--- config.mk ---
export PLATFORM = sky130hd
export DESIGN_NAME = cam_capture_sequencer_flat
export DESIGN_NICKNAME = d
export VERILOG_FILES = /design/src/rtl/cam_pkg.sv /design/src/rtl/cam_capture_sequencer_if.sv /design/src/rtl/cam_pix_fifo.sv /design/src/rtl/cam_capture_sequencer.sv /design/src/flat_wrapper.sv
export SDC_FILE = /design/constraint.sdc
export NUM_CORES = 1
export LEC_CHECK = 0
export CAP_MARGIN = 20
export CELL_PAD_IN_SITES_DETAIL_PLACEMENT = 2
export CELL_PAD_IN_SITES_GLOBAL_PLACEMENT = 2
export CORE_ASPECT_RATIO = 1.1
export CORE_MARGIN = 8
export CORE_UTILIZATION = 40
export DETAILED_ROUTE_END_ITERATION = 7
export GPL_TIMING_DRIVEN = 0
export HOLD_SLACK_MARGIN = 0.12
export PLACE_DENSITY = 0.88
export SLEW_MARGIN = 25
export SYNTH_ARGS = -nofsm -noshare
export SYNTH_HDL_FRONTEND = slang
export SYNTH_SLANG_ARGS = --single-unit
--- constraint.sdc ---
create_clock -name PCLK -period 4.65 [get_ports PCLK]
set_input_delay 0.93 -clock PCLK [delete_from_list [all_inputs] [get_ports PCLK]]
set_output_delay 0.93 -clock PCLK [all_outputs]
set_load 0.02 [all_outputs]
--- src/rtl/cam_pkg.sv ---
// rtl/cam_pkg.sv - shared types and constants for the camera capture sequencer
package cam_pkg;

  localparam int CAM_WORD_W    = 16;
  localparam int CAM_ADDR_STEP = 2;

  typedef enum logic [2:0] {
    CAP_IDLE    = 3'd0,
    CAP_ARM     = 3'd1,
    CAP_CAPTURE = 3'd2,
    CAP_DRAIN   = 3'd3,
    CAP_DONE    = 3'd4
  } cap_state_e;

endpackage

--- src/rtl/cam_capture_sequencer_if.sv ---
// rtl/cam_capture_sequencer_if.sv - Avalon-MM write master bundle for the frame writer
interface cam_avm_if
  import cam_pkg::*;
#(
  parameter int ADDR_W = 32
) ();

  logic [ADDR_W-1:0]     avm_address;
  logic                  avm_write;
  logic [CAM_WORD_W-1:0] avm_writedata;
  logic                  avm_waitrequest;

  modport master (
    output avm_address,
    output avm_write,
    output avm_writedata,
    input  avm_waitrequest
  );

  modport slave (
    input  avm_address,
    input  avm_write,
    input  avm_writedata,
    output avm_waitrequest
  );

endinterface

--- src/rtl/cam_pix_fifo.sv ---
// rtl/cam_pix_fifo.sv - small synchronous show-ahead FIFO for pixel words
module cam_pix_fifo #(
  parameter int DEPTH = 8,
  parameter int WIDTH = 16
) (
  input  logic             clk,
  input  logic             reset,
  input  logic             push,
  input  logic             pop,
  input  logic [WIDTH-1:0] din,
  output logic [WIDTH-1:0] dout,
  output logic             full,
  output logic             empty
);

  localparam int AW = $clog2(DEPTH);

  logic [WIDTH-1:0] mem [DEPTH];
  logic [AW-1:0]    wr_ptr;
  logic [AW-1:0]    rd_ptr;
  logic [AW:0]      count;
  logic             do_push;
  logic             do_pop;

  // Fullness is judged on the registered count, so a push into a full FIFO
  // is dropped even when a pop frees a slot in the same cycle.
  assign full    = (count == (AW+1)'(DEPTH));
  assign empty   = (count == '0);
  assign do_push = push && !full;
  assign do_pop  = pop && !empty;
  assign dout    = mem[rd_ptr];

  // Storage array; contents need no reset because count gates visibility.
  always_ff @(posedge clk) begin
    if (do_push) begin
      mem[wr_ptr] <= din;
    end
  end

  // Pointer and occupancy bookkeeping.
  always_ff @(posedge clk) begin
    if (reset) begin
      wr_ptr <= '0;
      rd_ptr <= '0;
      count  <= '0;
    end else begin
      if (do_push) wr_ptr <= wr_ptr + AW'(1);
      if (do_pop)  rd_ptr <= rd_ptr + AW'(1);
      case ({do_push, do_pop})
        2'b10:   count <= count + (AW+1)'(1);
        2'b01:   count <= count - (AW+1)'(1);
        default: count <= count;
      endcase
    end
  end

endmodule

--- src/rtl/cam_capture_sequencer.sv ---
// rtl/cam_capture_sequencer.sv - frame capture sequencer writing camera words to memory
module cam_capture_sequencer
  import cam_pkg::*;
#(
  parameter int ADDR_W     = 32,
  parameter int FIFO_DEPTH = 8,
  parameter int CNT_W      = 20
) (
  input  logic                  PCLK,
  input  logic                  reset,
  input  logic                  start,
  input  logic                  continuous,
  input  logic                  abort,
  input  logic [ADDR_W-1:0]     base_addr,
  input  logic                  CamVsync,
  input  logic [CAM_WORD_W-1:0] CamData_in,
  input  logic                  CamData_enable,
  cam_avm_if.master             avm,
  output logic                  busy,
  output logic                  frame_done,
  output logic                  aborted,
  output logic                  overflow,
  output logic [CNT_W-1:0]      words_written
);

  cap_state_e            state;
  logic                  vsync_d;
  logic                  vsync_fall;
  logic                  vsync_rise;
  logic [ADDR_W-1:0]     wr_addr;
  logic                  fifo_push;
  logic                  fifo_full;
  logic                  fifo_empty;
  logic [CAM_WORD_W-1:0] fifo_head;
  logic                  accept;

  assign vsync_fall = vsync_d && !CamVsync;
  assign vsync_rise = !vsync_d && CamVsync;

  // Words are only taken while a frame is being captured, including the
  // cycle on which the frame ends or is aborted.
  assign fifo_push = (state == CAP_CAPTURE) && CamData_enable;

  // The master drains the FIFO in every state; address/data come straight
  // from registers, so they stay stable across waitrequest.
  assign avm.avm_write     = !fifo_empty;
  assign avm.avm_writedata = fifo_head;
  assign avm.avm_address   = wr_addr;
  assign accept            = avm.avm_write && !avm.avm_waitrequest;

  assign busy       = (state != CAP_IDLE);
  assign frame_done = (state == CAP_DONE);

  cam_pix_fifo #(
    .DEPTH (FIFO_DEPTH),
    .WIDTH (CAM_WORD_W)
  ) u_fifo (
    .clk   (PCLK),
    .reset (reset),
    .push  (fifo_push),
    .pop   (accept),
    .din   (CamData_in),
    .dout  (fifo_head),
    .full  (fifo_full),
    .empty (fifo_empty)
  );

  // Vsync delay for edge detection; resets high so a sensor already in
  // active video is not mistaken for a fresh frame boundary.
  always_ff @(posedge PCLK) begin
    if (reset) begin
      vsync_d <= 1'b1;
    end else begin
      vsync_d <= CamVsync;
    end
  end

  // Capture state machine plus write address, counter and sticky flags.
  always_ff @(posedge PCLK) begin
    if (reset) begin
      state         <= CAP_IDLE;
      wr_addr       <= '0;
      words_written <= '0;
      aborted       <= 1'b0;
      overflow      <= 1'b0;
    end else begin
      if (accept) begin
        wr_addr <= wr_addr + ADDR_W'(CAM_ADDR_STEP);
        if (words_written != '1) begin
          words_written <= words_written + CNT_W'(1);
        end
      end
      if (fifo_push && fifo_full) begin
        overflow <= 1'b1;
      end

      case (state)
        CAP_IDLE: begin
          if (start) begin
            state         <= CAP_ARM;
            wr_addr       <= base_addr;
            words_written <= '0;
            aborted       <= 1'b0;
            overflow      <= 1'b0;
          end
        end
        CAP_ARM: begin
          if (abort) begin
            state <= CAP_IDLE;
          end else if (vsync_fall) begin
            state <= CAP_CAPTURE;
          end
        end
        CAP_CAPTURE: begin
          if (abort) begin
            state   <= CAP_DRAIN;
            aborted <= 1'b1;
          end else if (vsync_rise) begin
            state <= CAP_DRAIN;
          end
        end
        CAP_DRAIN: begin
          if (fifo_empty) begin
            state <= CAP_DONE;
          end
        end
        CAP_DONE: begin
          if (continuous && !abort) begin
            state         <= CAP_ARM;
            wr_addr       <= base_addr;
            words_written <= '0;
            aborted       <= 1'b0;
          end else begin
            state <= CAP_IDLE;
          end
        end
        default: state <= CAP_IDLE;
      endcase
    end
  end

endmodule

--- src/flat_wrapper.sv ---
// flat-port wrapper written by rule: the top's interface ports become plain ports
module cam_capture_sequencer_flat import cam_pkg::*;
#(
  parameter int ADDR_W     = 32,
  parameter int FIFO_DEPTH = 8,
  parameter int CNT_W      = 20
)
  (PCLK, reset, start, continuous, abort, base_addr, CamVsync, CamData_in, CamData_enable, busy, frame_done, aborted, overflow, words_written, avm_avm_address, avm_avm_write, avm_avm_writedata, avm_avm_waitrequest);
  cam_avm_if #(.ADDR_W(ADDR_W)) avm_i ();
  input  logic PCLK;
  input  logic reset;
  input  logic start;
  input  logic continuous;
  input  logic abort;
  input  logic [ADDR_W-1:0] base_addr;
  input  logic CamVsync;
  input  logic [CAM_WORD_W-1:0] CamData_in;
  input  logic CamData_enable;
  output logic busy;
  output logic frame_done;
  output logic aborted;
  output logic overflow;
  output logic [CNT_W-1:0] words_written;
  output wire logic [$bits(avm_i.avm_address)-1:0] avm_avm_address;
  output wire logic [$bits(avm_i.avm_write)-1:0] avm_avm_write;
  output wire logic [$bits(avm_i.avm_writedata)-1:0] avm_avm_writedata;
  input wire logic [$bits(avm_i.avm_waitrequest)-1:0] avm_avm_waitrequest;
  assign avm_avm_address = avm_i.avm_address;
  assign avm_avm_write = avm_i.avm_write;
  assign avm_avm_writedata = avm_i.avm_writedata;
  assign avm_i.avm_waitrequest = avm_avm_waitrequest;
  cam_capture_sequencer #(.ADDR_W(ADDR_W), .FIFO_DEPTH(FIFO_DEPTH), .CNT_W(CNT_W)) u_core (.PCLK(PCLK), .reset(reset), .start(start), .continuous(continuous), .abort(abort), .base_addr(base_addr), .CamVsync(CamVsync), .CamData_in(CamData_in), .CamData_enable(CamData_enable), .avm(avm_i), .busy(busy), .frame_done(frame_done), .aborted(aborted), .overflow(overflow), .words_written(words_written));
endmodule
==> impl.org <==
** STA
- Setup violations remaining at the end of the flow were counted as 0.
- Fin. max-slew vios :: 0
- Setup slack on the critical path of the routed design comes to between 800 and 900 ps.
- The number of hold violations in the final report came to 0.
- For the pin with the worst max-slew slack, the measured transition is 936.9 ps.
- Static timing analysis puts the maximum clock frequency at about 260 MHz.
- Dividing the final minimum period by the clock period gives 81.68%.
- Post-Route Skew :: 18.01 ps
- After layout, the minimum clock period comes to approximately 3800 ps.
- Worst slew margin relative to its limit :: 37.31%
- Setup repair after global routing left no endpoint under its margin.

** Detailed routing
- First-pass detailed-route iteration total :: 4
- In the final routed layout, each cell accounts on average for 23.83 um.
- In this run, the number of DRC markers left after iteration 0 of detailed routing was ~280.
- Via-per-instance ratio :: 5.365
- Via Count :: slightly below 6000
- For this run, design rule violations remaining after detail routing come to 0.
- ANT nets after route :: 0
- The routed design has 25.67 mm of wire.

** Power
- The design draws ~3.7 mW.
- VDD sags by at most around 0.00023 V.
- PD cells :: roughly 340 mW/mm^2
- For this design the static power due to leakage is about 3.5 nW.

** Critical path
- STA puts the critical path data required time at 3720 ps.
- Traced cell by cell, the critical path runs through clkbuf_1 -> buf_2 -> mux4_2 -> mux2_2 -> clkdlybuf4s50_1.
- The slowest stage of the critical path is the sky130_fd_sc_hd__mux4_2 cell.
- In this run the worst path has a maximum fanout of 10.
- The largest single stage delay on the critical path is ~580 ps.
- Category of the critical setup timing path :: register to output pin
- STA classifies the critical path startpoint as a register.
- For the worst setup path, the data arrival time is roughly 2900 ps.
- Crit path capture type :: output pin
- Flop2flop setup slack :: 1240 ps

** Floorplan
- Core area :: 0.02123 mm^2
- Top-level port count :: around 130
- Initial cell density of the core :: between 40% and 50%
- DIE AREA :: 0.02642 mm^2
- The floorplan step set the die height to 169.7 um.
- The die is 155.7 um wide.
- Cell Rows :: 56

** Final layout
- The area growth from synthesis to layout is 27.12%.
- The repair_antennas step left the layout with diodes totalling 0.
- In the final layout, the share of cells above drive strength 1 is 17.15%.
- In the final layout, the multi-input gates occupy 0.003141 mm^2.
- Area taken by flip-flops and latches :: roughly 0.0053 mm^2
- Final net count :: roughly 840
- Fillers :: a little over 2000
- At the end of the flow the core is filled with cells to between 50% and 60%.

** CTS
- Cell at the root of the clock tree :: sky130_fd_sc_hd__clkbuf_16
- Buffers inserted to repair hold after CTS numbered 0.
- The H-tree was split into 4 levels.
- TritonCTS Sinks :: just under 200
- Number of setup buffers added after CTS :: 0
- The clock reaches the later pin of the worst-skew pair after 440 ps.
- Total clock buffers created by CTS :: 17
- CTS tree :: yes
- Clock-pin slew was measured on the worst setup and hold paths at ~70 ps.
- The longest clock path from root to sink contains 2 buffers.
- After clock tree synthesis, the repair step resized 0 gates.

** Logic synthesis
- The share of synthesized area in the top cell type comes to 44.76%.
- Distinct cell type count of the synthesized netlist :: 59
- After synthesis, the cell types taking the most area are sky130_fd_sc_hd__edfxtp_1 (45%), sky130_fd_sc_hd__dfxtp_1 (17%), sky130_fd_sc_hd__mux4_2 (8.7%).
- The number of nets in the synthesized netlist is ~700.
- Count of flip-flops with a built-in enable after synthesis :: around 130
- Cells after Synth :: approximately 620
- Averaged over all synthesized cells, the footprint is around 14 um^2.
- Primary flip-flop cell chosen by synthesis mapping :: sky130_fd_sc_hd__edfxtp_1
- Leading post-synthesis cells by instance count :: sky130_fd_sc_hd__edfxtp_1 (128), sky130_fd_sc_hd__dfxtp_1 (71), sky130_fd_sc_hd__nor2_1 (70)
- In the post-synthesis netlist, the cell with the most instances is sky130_fd_sc_hd__edfxtp_1.
- YS warnings :: 0
- After synthesis the netlist holds a flip-flop and latch count of slightly below 200.
- Of all flip-flops after synthesis, the portion carrying an async set or reset was 0%.
- After synthesis, flip-flops and latches occupy around 61% of the total area.
- Top cell type by total area after synthesis :: sky130_fd_sc_hd__edfxtp_1
- After synthesis the cells add up to roughly 0.0086 mm^2.

** Worst hold path
- In this run the worst hold path is classified as register to register.

** Outcome
- The run finished with clean final reports.

** Place
- The count of buffers added on input and output ports is between 100 and 150.
- Worst slack at placement :: about 540 ps
- Post-detailed-placement half-perimeter wirelength :: roughly 19 mm
- Placer congestion estimate :: between 0.8 and 0.9

** Global routing
- The initial antenna violation count was 0.
- Entering global routing, the biggest net connects 20 pins.
- The first global-routing pass estimated about 40 mm of wire.
- In the global route stage, overall resource usage came out at slightly below 20%.
- Overflow after GRT :: 0
- Number of global-route vias before repair :: slightly below 7000

** Job
- Max Cap Violations :: 0
## power breakdown
group	internal [mW]	switching, mW	leakage (nW)
Clock	0.709	0.706	0.275
Sequential	1.91	0.0412	1.73
Combinational	0.162	0.177	1.45
Total	2.78	0.924	3.45
## cell families (layout without fill, tap and decap cells)
family | Yosys count | count (layout) | synth area share (%)
AND/OR/NAND/NOR | 195 | 195 | 12.65
XOR/XNOR | 50 | 50 | 5.100
buffers and inverters | 46 | 212 | 2.783
adder cells (fa/ha/maj) | 8 | 8 | 1.253
AO/OA/AOI/OAI | 69 | 69 | 5.566
multiplexers | 54 | 54 | 11.34
flip-flops | 199 | 199 | 61.31
## worst paths after layout
kind                                         from                              endpoint  cells past startpoint
max                                      register                 avm_avm_writedata[10]                      5
min          u_core.u_fifo.wr_ptr[1]$_SDFFE_PP0P_  u_core.u_fifo.wr_ptr[1]$_SDFFE_PP0P_                      2
max reg2reg   u_core.u_fifo.count[3]$_SDFFE_PP0P_   u_core.u_fifo.count[3]$_SDFFE_PP0P_                     10
min reg2reg  u_core.u_fifo.wr_ptr[1]$_SDFFE_PP0P_  u_core.u_fifo.wr_ptr[1]$_SDFFE_PP0P_                      2
## area by class of cell
class,count,area share (%)
sequential,199,48.23
multi-input combinational,376,28.77
timing repair buffer,134,12.36
clock buffer,17,3.897
tap,290,3.324
buffer,32,1.708
clock inverter,15,1.226
inverter,14,0.4814
## sequential cells by signal, summed over array words and instances, names as in the netlist, named ones only
register                cells
u_core.u_fifo.count         4
u_core.u_fifo.rd_ptr        3
u_core.state                3
u_core.u_fifo.mem         128
u_core.overflow             1
u_core.aborted              1
u_core.vsync_d              1
u_core.u_fifo.wr_ptr        3
u_core.avm.avm_address     32
u_core.words_written       20
## cell usage in the layout, fill, tap and decap left out, types with 11 or more instances in the layout
master / count
sky130_fd_sc_hd__clkdlybuf4s50_1: 128
sky130_fd_sc_hd__edfxtp_1: 128
sky130_fd_sc_hd__dfxtp_1: 71
sky130_fd_sc_hd__nor2_1: 64
sky130_fd_sc_hd__mux4_2: 33
sky130_fd_sc_hd__xnor2_1: 31
sky130_fd_sc_hd__a211oi_1: 31
sky130_fd_sc_hd__nand2_1: 23
sky130_fd_sc_hd__clkbuf_1: 19
sky130_fd_sc_hd__xor2_1: 19
sky130_fd_sc_hd__nand3_1: 18
sky130_fd_sc_hd__clkbuf_16: 17
sky130_fd_sc_hd__mux2_2: 16
sky130_fd_sc_hd__inv_1: 13
sky130_fd_sc_hd__nor3_1: 12
sky130_fd_sc_hd__a21oi_1: 12
sky130_fd_sc_hd__nand4_1: 11
## layer usage
metal	GRT usage [%]	share of wire, %	vias to the layer above
met2	37.71	55	130
met1	21.68	40	2976
met5	0	0	-
li1	-	-	2658
met4	4.476	0.76	0
met3	4.865	4.5	14
## per-stage QoR
stage                     hold WS (ps)  area (um^2)  TNS (ps)  instances
after CTS                        516.0        10920         0       1077
after global routing             570.4        10920         0       1077
after global placement           472.6        10230     -7444       1039
final                            511.0        10920         0       1077
after floorplan                  461.2         8587         0        621
after detailed placement         506.5        10360         0       1045
## critical path, delay by kind of cell, from the launching register on
family | cells | cell delay [ps]
buffers and inverters | 3 | 1240
muxes | 2 | 870
DFF | 1 | 320
Note: power is estimated with default switching activity, not from simulation.
